**config.mk**
```make
export PLATFORM = sky130hd
export DESIGN_NAME = i281_datamem_scanner
export DESIGN_NICKNAME = d
export VERILOG_FILES = /design/src/rtl/i281_datamem_scanner.sv
export SDC_FILE = /design/constraint.sdc
export NUM_CORES = 1
export LEC_CHECK = 0
export ABC_AREA = 1
export ABC_CLOCK_PERIOD_IN_PS = 2700
export CAP_MARGIN = 20
export CORE_MARGIN = 3
export CORE_UTILIZATION = 55
export DETAILED_ROUTE_END_ITERATION = 16
export PLACE_DENSITY = 0.83
export SYNTH_ARGS = -nofsm -noshare
export SYNTH_HDL_FRONTEND = slang
export SYNTH_SLANG_ARGS = --single-unit
```
**constraint.sdc**
```tcl
create_clock -name clock -period 2.7 [get_ports clock]
set_clock_uncertainty 0.15 [all_clocks]
set_input_delay 0.81 -clock clock [delete_from_list [all_inputs] [get_ports clock]]
set_output_delay 0.81 -clock clock [all_outputs]
set_load 0.02 [all_outputs]
```
**src/rtl/i281_datamem_scanner.sv**
```systemverilog
// i281 data-memory scanner: walks the sixteen data-memory bytes of the CPU,
// either on a dwell timer or on manual step edges, and presents the selected
// address/value as registered binary plus active-low seven-segment hex.
// A per-address shadow byte flags values that changed since last shown.
module i281_datamem_scanner #(
  parameter int DWELL_CYCLES = 25000000
) (
  input  logic       clock,
  input  logic       reset,
  input  logic       scan_en,
  input  logic       step,
  input  logic       hold,
  input  logic [7:0] datamem0,
  input  logic [7:0] datamem1,
  input  logic [7:0] datamem2,
  input  logic [7:0] datamem3,
  input  logic [7:0] datamem4,
  input  logic [7:0] datamem5,
  input  logic [7:0] datamem6,
  input  logic [7:0] datamem7,
  input  logic [7:0] datamem8,
  input  logic [7:0] datamem9,
  input  logic [7:0] datamem10,
  input  logic [7:0] datamem11,
  input  logic [7:0] datamem12,
  input  logic [7:0] datamem13,
  input  logic [7:0] datamem14,
  input  logic [7:0] datamem15,
  output logic [3:0] addr,
  output logic [7:0] value,
  output logic [6:0] hex_addr,
  output logic [6:0] hex_hi,
  output logic [6:0] hex_lo,
  output logic       changed
);

  localparam int CNT_W = $clog2(DWELL_CYCLES);
  localparam logic [CNT_W-1:0] CNT_LAST = CNT_W'(DWELL_CYCLES - 1);

  typedef enum logic {
    ST_MANUAL = 1'b0,
    ST_SCAN   = 1'b1
  } mode_t;

  mode_t            state_q, state_d;
  logic [CNT_W-1:0] cnt_q, cnt_d;
  logic [3:0]       addr_q, addr_d;
  logic             step_q;
  logic [7:0]       value_q;
  logic             changed_q;
  logic [6:0]       hex_addr_q, hex_hi_q, hex_lo_q;
  logic [7:0]       shadow_q [16];
  logic [7:0]       mem [16];
  logic [7:0]       sel_byte;
  logic             step_edge;
  logic             expire;
  logic             advance;

  // Active-low seven-segment code, bit order {g,f,e,d,c,b,a}.
  function automatic logic [6:0] seg7(input logic [3:0] nib);
    logic [6:0] s;
    case (nib)
      4'h0: s = 7'h40;
      4'h1: s = 7'h79;
      4'h2: s = 7'h24;
      4'h3: s = 7'h30;
      4'h4: s = 7'h19;
      4'h5: s = 7'h12;
      4'h6: s = 7'h02;
      4'h7: s = 7'h78;
      4'h8: s = 7'h00;
      4'h9: s = 7'h10;
      4'hA: s = 7'h08;
      4'hB: s = 7'h03;
      4'hC: s = 7'h46;
      4'hD: s = 7'h21;
      4'hE: s = 7'h06;
      default: s = 7'h0E;
    endcase
    return s;
  endfunction

  // Gather the sixteen byte inputs into an indexable array.
  always_comb begin
    mem[0]  = datamem0;
    mem[1]  = datamem1;
    mem[2]  = datamem2;
    mem[3]  = datamem3;
    mem[4]  = datamem4;
    mem[5]  = datamem5;
    mem[6]  = datamem6;
    mem[7]  = datamem7;
    mem[8]  = datamem8;
    mem[9]  = datamem9;
    mem[10] = datamem10;
    mem[11] = datamem11;
    mem[12] = datamem12;
    mem[13] = datamem13;
    mem[14] = datamem14;
    mem[15] = datamem15;
  end

  assign sel_byte = mem[addr_q];

  // Mode FSM next state, dwell counter and address advance; hold freezes all.
  always_comb begin
    state_d   = state_q;
    cnt_d     = cnt_q;
    addr_d    = addr_q;
    step_edge = step & ~step_q;
    expire    = 1'b0;
    advance   = 1'b0;
    if (!hold) begin
      state_d = scan_en ? ST_SCAN : ST_MANUAL;
      case (state_q)
        ST_SCAN:   expire = scan_en && (cnt_q == CNT_LAST);
        default:   expire = 1'b0;
      endcase
      // A step edge coinciding with expiry still advances only once.
      advance = step_edge | expire;
      if (advance) begin
        addr_d = addr_q + 4'd1;
      end
      if (advance || (state_d != state_q) || (state_d == ST_MANUAL)) begin
        cnt_d = '0;
      end else begin
        cnt_d = cnt_q + CNT_W'(1);
      end
    end
  end

  // Control registers; the step history is tracked even while held so a
  // level held across the release of hold does not count as a new edge.
  always_ff @(posedge clock) begin
    if (reset) begin
      state_q <= ST_SCAN;
      cnt_q   <= '0;
      addr_q  <= 4'd0;
      step_q  <= 1'b0;
    end else begin
      step_q  <= step;
      state_q <= state_d;
      cnt_q   <= cnt_d;
      addr_q  <= addr_d;
    end
  end

  // Display registers and shadow bytes, all sampled from the same mux output.
  always_ff @(posedge clock) begin
    if (reset) begin
      value_q    <= 8'h00;
      changed_q  <= 1'b0;
      hex_addr_q <= 7'h40;
      hex_hi_q   <= 7'h40;
      hex_lo_q   <= 7'h40;
      for (int i = 0; i < 16; i++) begin
        shadow_q[i] <= 8'h00;
      end
    end else if (!hold) begin
      value_q    <= sel_byte;
      changed_q  <= (sel_byte != shadow_q[addr_q]);
      hex_addr_q <= seg7(addr_q);
      hex_hi_q   <= seg7(sel_byte[7:4]);
      hex_lo_q   <= seg7(sel_byte[3:0]);
      if (advance) begin
        shadow_q[addr_q] <= value_q;
      end
    end
  end

  assign addr     = addr_q;
  assign value    = value_q;
  assign hex_addr = hex_addr_q;
  assign hex_hi   = hex_hi_q;
  assign hex_lo   = hex_lo_q;
  assign changed  = changed_q;

endmodule

```
# == After elaboration in Yosys (flattened, before gate mapping) ==
# Memory sizes are Yosys's and may differ from the RTL's. A register that Yosys moved wholly into a read port is not among the register bits.
# Cells that the tools add are included.
# totals
reg_bits,40
ram_bits,128
rom_bits,336
in_bits,133
out_inout_bits,34
elab_cells,49
memories,4
# classes
add_sub_neg,2
n_lt_le_gt_ge,1
eq_ne,3
mux,19
n_bitwise,6
reduce_logical,8
# memory_table
name,words,width,read_ports,rd_ports_with_merged_regs,wr,line_no,text
shadow_q,16,8,1,1,16,52,logic [7:0] shadow_q [16];
(no name shown),16,7,1,1,0,62,case (nib)
(no name shown),16,7,1,1,0,62,
(no name shown),16,7,1,1,0,62,
# ops
op,count
$bmux W8 S4,1
$add A25 B1 Y25 const B,1
$eq A25 B25 Y1 const B,1
$mux W25,1
$mux W8,3
$mux W4,3
$mux W1,11
$ne A8 B8 Y1,1
$reduce_or A8 Y1,1
$ge A5 B5 Y1 const B,1
$not A4 Y5,1
$add A4 B1 Y4 const B,1
$logic_not A1 Y1,3
$not A1 Y1,3
$logic_or A1 B1 Y1,2
$reduce_and A2 Y1,1
$and A1 B1 Y1,1
$logic_and A1 B1 Y1,1
$ne A1 B1 Y1,1
$or A1 B1 Y1,1

# == Logic depth before layout (Yosys ltp) ==
# Gate-level depths: netlist of run 1.
# logic_depth
depth_word,12
ltp_mapped,18
depth_no_buf,15

# == Least setup slack after synthesis of run 1 ==
# No wires, ideal clock.
# synth_timing
kind,input-to-reg
from,input scan_en
to,memory shadow_q[0][0] (enable)
setup_ns,0.329
arrival_ns,2.086
required_time_ns,2.221
setup_slack_ns,0.135
path_stages,11
n_path_buf,1
path_cell_list,nand2_1 inv_1 nand3_1 nor3_1 nand3_1 nand2_1 nand2_2 nor2_4 buf_6 nand3_2 nand2_1
# synth_rtl
element,line_no,text
from (decl),10,"input logic scan_en,"
to (decl),52,

# == Final worst setup path of run 1 ==
# layout_timing
from,register addr_q[0] (netlist: addr[0])
to,output addr[0]
# layout_rtl
element,line_no,text
from (decl),47,"logic [3:0] addr_q, addr_d;"
from (signal assigned),144,addr_q <= addr_d;
to (decl),29,"output logic [3:0] addr,"
# No word-level cell between the ends.

==> results.txt, run 1 <==
- Total number of yosys warnings: 0
* Average wire length per cell after detail routing: 17.3 um
- Summed over its instances, the top area cell type makes up 35.7% of the synthesized netlist area.
* Async set or reset register ratio after synthesis: 0%
- Final critical-path share of the clock period: 97.5%
- Detailed Place HPWL: 23800 um
* Vert. Die Dim: 146 um
* Area of the mapped netlist: 10800 um2
- CTS tree: yes
* Part of the power in registers: 46.8%
* Vias/cell: 5.60
- The run finished with clean final reports.
- Number of standard cells after synthesis: 1453
- The routed design could run at a clock period as short as 2.63 ns.
- Switching share of total power: 28.2%
- Number of rows in the core area: 50
- Post-CTS timing repair inserted 0 buffers for setup.
- Cell at the slowest stage of the critical path: sky130_fd_sc_hd__clkdlybuf4s50_1
- Total track usage: 30.9%
* Total congestion overflow after global routing: 0
* Placed instance area: 13300 um2
* Highest net fanout along the worst path: 43
- Post-detailed-route DRC marker count: 0
- Non-filler cells, final: 1930
* Effective utilization at floorplan: 56.8%
* Final nets: 1807
- Peak per-stage delay on the critical path: 0.64 ns
- 0 antenna diodes ended up in the layout.
- Power spread over the standard cell area amounts to 513 nW/um2.
- Clock Latency Late Sink: 0.44 ns
* Worst setup path class: reg2out
* Endpoint kind of the worst setup timing path: primary output
- The first routing iteration left 1285 violations.
* Post-DRT Antenna Nets: 0
- Registers take 5150 um2.
- Switching Power: 2.00 mW
- Leakage power figure: 5.87 nW
- Maximum clock frequency: 380 MHz
- On the final layout, the worst hold slack is 0.325 ns.
- CTS sink cnt: 193
* Worst path cell trace: buf_12 -> clkdlybuf4s50_1
- Adding up every negative setup slack in the final design gives 0 ns.
* Final-report setup violation count: 0
* Logic pwr share: 20.6%
- The number of failing hold endpoints at the final stage was 0.
* # port buffers: 166
* Max Cap Viol: 0
- Area growth syn-to-layout: 28.4%
- The internal power of the cells totals 5.09 mW.
- Summed over all layers, the routed wires come to 33300 um.
- Counting along the longest clock path gives a buffer depth of 2.
* Summed area of non-filler cells in the final layout: 13800 um2
* Number of flops mapped to enable cells by yosys: 128
- Multi-input logic area: 4790 um2
- Number of antenna violations at the first check in global routing: 0
- Data arrives at the worst endpoint at 1.67 ns.
- The number of clock buffers added by TritonCTS is 17.
* Startpoint types: register
- Setup repair after global routing missed its margin: false
- The synthesized design contains 193 register bits.
- In this run the clock root is driven by a sky130_fd_sc_hd__clkbuf_16.
- The number of different library cells used by synthesis comes to 43.
- Synth area leader: sky130_fd_sc_hd__edfxtp_1
- The via count of the first global-routing pass is 10.3k.
- Power share of the clock group: 32.6%
- Counting every net in the synthesized netlist gives 1603.
- The first global-routing pass estimated 52200 um of wire.
- Entering global routing, the biggest net connects 76 pins.
- Area of the core region: 19000 um2
* Most area-consuming cells after synthesis: sky130_fd_sc_hd__edfxtp_1, sky130_fd_sc_hd__nand2_1, sky130_fd_sc_hd__dfxtp_1, sky130_fd_sc_hd__nor2_1, sky130_fd_sc_hd__nand3_1
- STA puts the critical path data required time at 1.74 ns.
* Instance count after placement with tap cells included: 1898
- Routed via count: 10.8k
- The most used flip-flop cell after synthesis is sky130_fd_sc_hd__edfxtp_1.
- Die Width: 146 um
- In this run the count of I/O pins placed on the die edge is 167.
- Last weighted congestion value of the routability-driven placer: 0.960
- Transition at the pin with the smallest max-transition slack: 0.871 ns
- Count of H-tree levels built during CTS: 4
- After clock tree synthesis, the clock-pin slew on the worst setup and hold paths is 0.07 ns.
- The filler cells instantiated in the layout total 1409.
* Path class of the lowest-slack min-delay path: reg2reg
- Sequential area share after synthesis: 47.8%
- Syn avg cell area: 7.41 um2
- Worst slew margin: 41.8%
- Of the cells placed in the final design, the portion with a size suffix greater than 1 is 10.1%.
- Full die area: 21300 um2
* Slew Viols, Final: 0
* Worst IR drop on VDD: 0.476 mV
* Router iterations before antenna repair: 6
## cells in the final DEF, fill, tap and decap left out, drive strengths merged, types with 2 or more instances in the layout
master | Yosys | layout
dfxtp | 65 | 65
clkbuf | 42 | 21
o21ai | 101 | 101
a21oi | 42 | 42
buf | 34 | 95
nand3 | 115 | 115
o211ai | 21 | 21
nand4 | 6 | 6
ha | 17 | 17
nor3 | 17 | 17
a211oi | 2 | 2
clkinv | 4 | 9
o22ai | 2 | 2
nor3b | 7 | 7
xor2 | 7 | 7
a31oi | 4 | 4
nor4 | 2 | 2
clkdlybuf4s50 | 0 | 165
or2 | 2 | 2
o21a | 3 | 3
edfxtp | 128 | 128
o21bai | 2 | 2
inv | 132 | 137
nor2 | 294 | 294
nand2 | 397 | 397
## cells by family after synthesis
group	synth area share [%]
AND/OR/NAND/NOR	32.2
buffers and inverters	8.04
flip-flops	47.8
AO/OA/AOI/OAI	9.41
adder cells (fa/ha/maj)	1.98
XOR/XNOR	0.570
## Yosys cell counts (3+ instances only)
cell	count
sky130_fd_sc_hd__a21oi_1	42
sky130_fd_sc_hd__ha_1	17
sky130_fd_sc_hd__inv_1	129
sky130_fd_sc_hd__nand3_1	110
sky130_fd_sc_hd__nor3_1	15
sky130_fd_sc_hd__clkinv_1	4
sky130_fd_sc_hd__a31oi_1	4
sky130_fd_sc_hd__o21a_1	3
sky130_fd_sc_hd__buf_6	3
sky130_fd_sc_hd__nand3_2	4
sky130_fd_sc_hd__nor3b_1	7
sky130_fd_sc_hd__buf_4	5
sky130_fd_sc_hd__o21ai_0	98
sky130_fd_sc_hd__clkbuf_1	42
sky130_fd_sc_hd__buf_2	23
sky130_fd_sc_hd__nand4_1	6
sky130_fd_sc_hd__o211ai_1	21
sky130_fd_sc_hd__inv_2	3
sky130_fd_sc_hd__nand2_2	8
sky130_fd_sc_hd__xor2_1	7
sky130_fd_sc_hd__o21ai_1	3
sky130_fd_sc_hd__buf_1	3
sky130_fd_sc_hd__dfxtp_1	65
sky130_fd_sc_hd__edfxtp_1	128
sky130_fd_sc_hd__nor2_2	5
sky130_fd_sc_hd__nor2_1	287
sky130_fd_sc_hd__nand2_1	389
## state kept, by name, indices dropped and copies added, names as in the netlist, named ones only
signal	count
step_q	1
state_q	1
cnt_q	25
addr	4
value	8
shadow_q	128
changed	1
hex_lo	7
hex_addr	7
hex_hi	7
## path summary, 6_finish.rpt
kind / from / end / slack [ns] / cells after the start
worst max register to register: addr[0] / shadow_q[10][1] / 0.29 / 7
worst min register to register: cnt_q[22] / cnt_q[22] / 0.33 / 2
worst max-delay path: addr[0] / addr[0] / 0.07 / 2
worst min-delay path: cnt_q[22] / cnt_q[22] / 0.33 / 2
## through the flow
step	power [mW]	worst slack (ns)	utilization, %
floorplan	4.11	0.135	-
global placement	4.77	-0.343	69.9
detailed placement	4.80	-0.378	69.9
CTS	7.04	0.0672	72.7
global route	7.33	0.00452	72.9
finish	7.09	0.0662	72.9
## per-layer routing
layer  global-route usage, %  vias up  wire, um  share of wire [%]
met3                    7.04      125      3630                 11
li1                        -     5103         -                  -
met4                    15.2        0      1770                5.3
met2                    50.8      680     15600                 47
met1                    38.7     4896     12400                 37
met5                       0        -         0                  0
## critical path: cells and delay by family, from the launching register on
kind     cells  cell delay (ns)
buf+inv      2             0.85
flops        1             0.37
## area by class of cell
| class | instances | share of cell area, % |
|---|---|---|
| multi-input combinational | 1048 | 34.7 |
| clock buffer | 21 | 3.34 |
| sequential | 193 | 37.3 |
| timing repair buffer | 261 | 18.2 |
| inverter | 136 | 3.72 |
| tap | 260 | 2.35 |
| clock inverter | 11 | 0.462 |
## power groups by stage
| stage | sequential, mW | combinational, mW | clock (mW) |
|---|---|---|---|
| floorplan | 3.41 | 0.699 | 0 |
| global route | 3.33 | 1.58 | 2.42 |
| detailed placement | 3.38 | 1.42 | 0 |
| global placement | 3.38 | 1.40 | 0 |
| CTS | 3.32 | 1.43 | 2.30 |
| finish | 3.32 | 1.46 | 2.31 |
## what timing repair did
action,in CTS,in global routing
resized for setup,2,19
setup endpoints to repair,1,98
hold buffers,0,0
hold endpoints to repair,0,0
(Power assumes the default switching activity.)
==> run 2: changes to the inputs <==
Settings changed: CAP_MARGIN 20 to default.
==> results of run 2 <==
Final layout, timing and power as in run 1 (identical DEF).
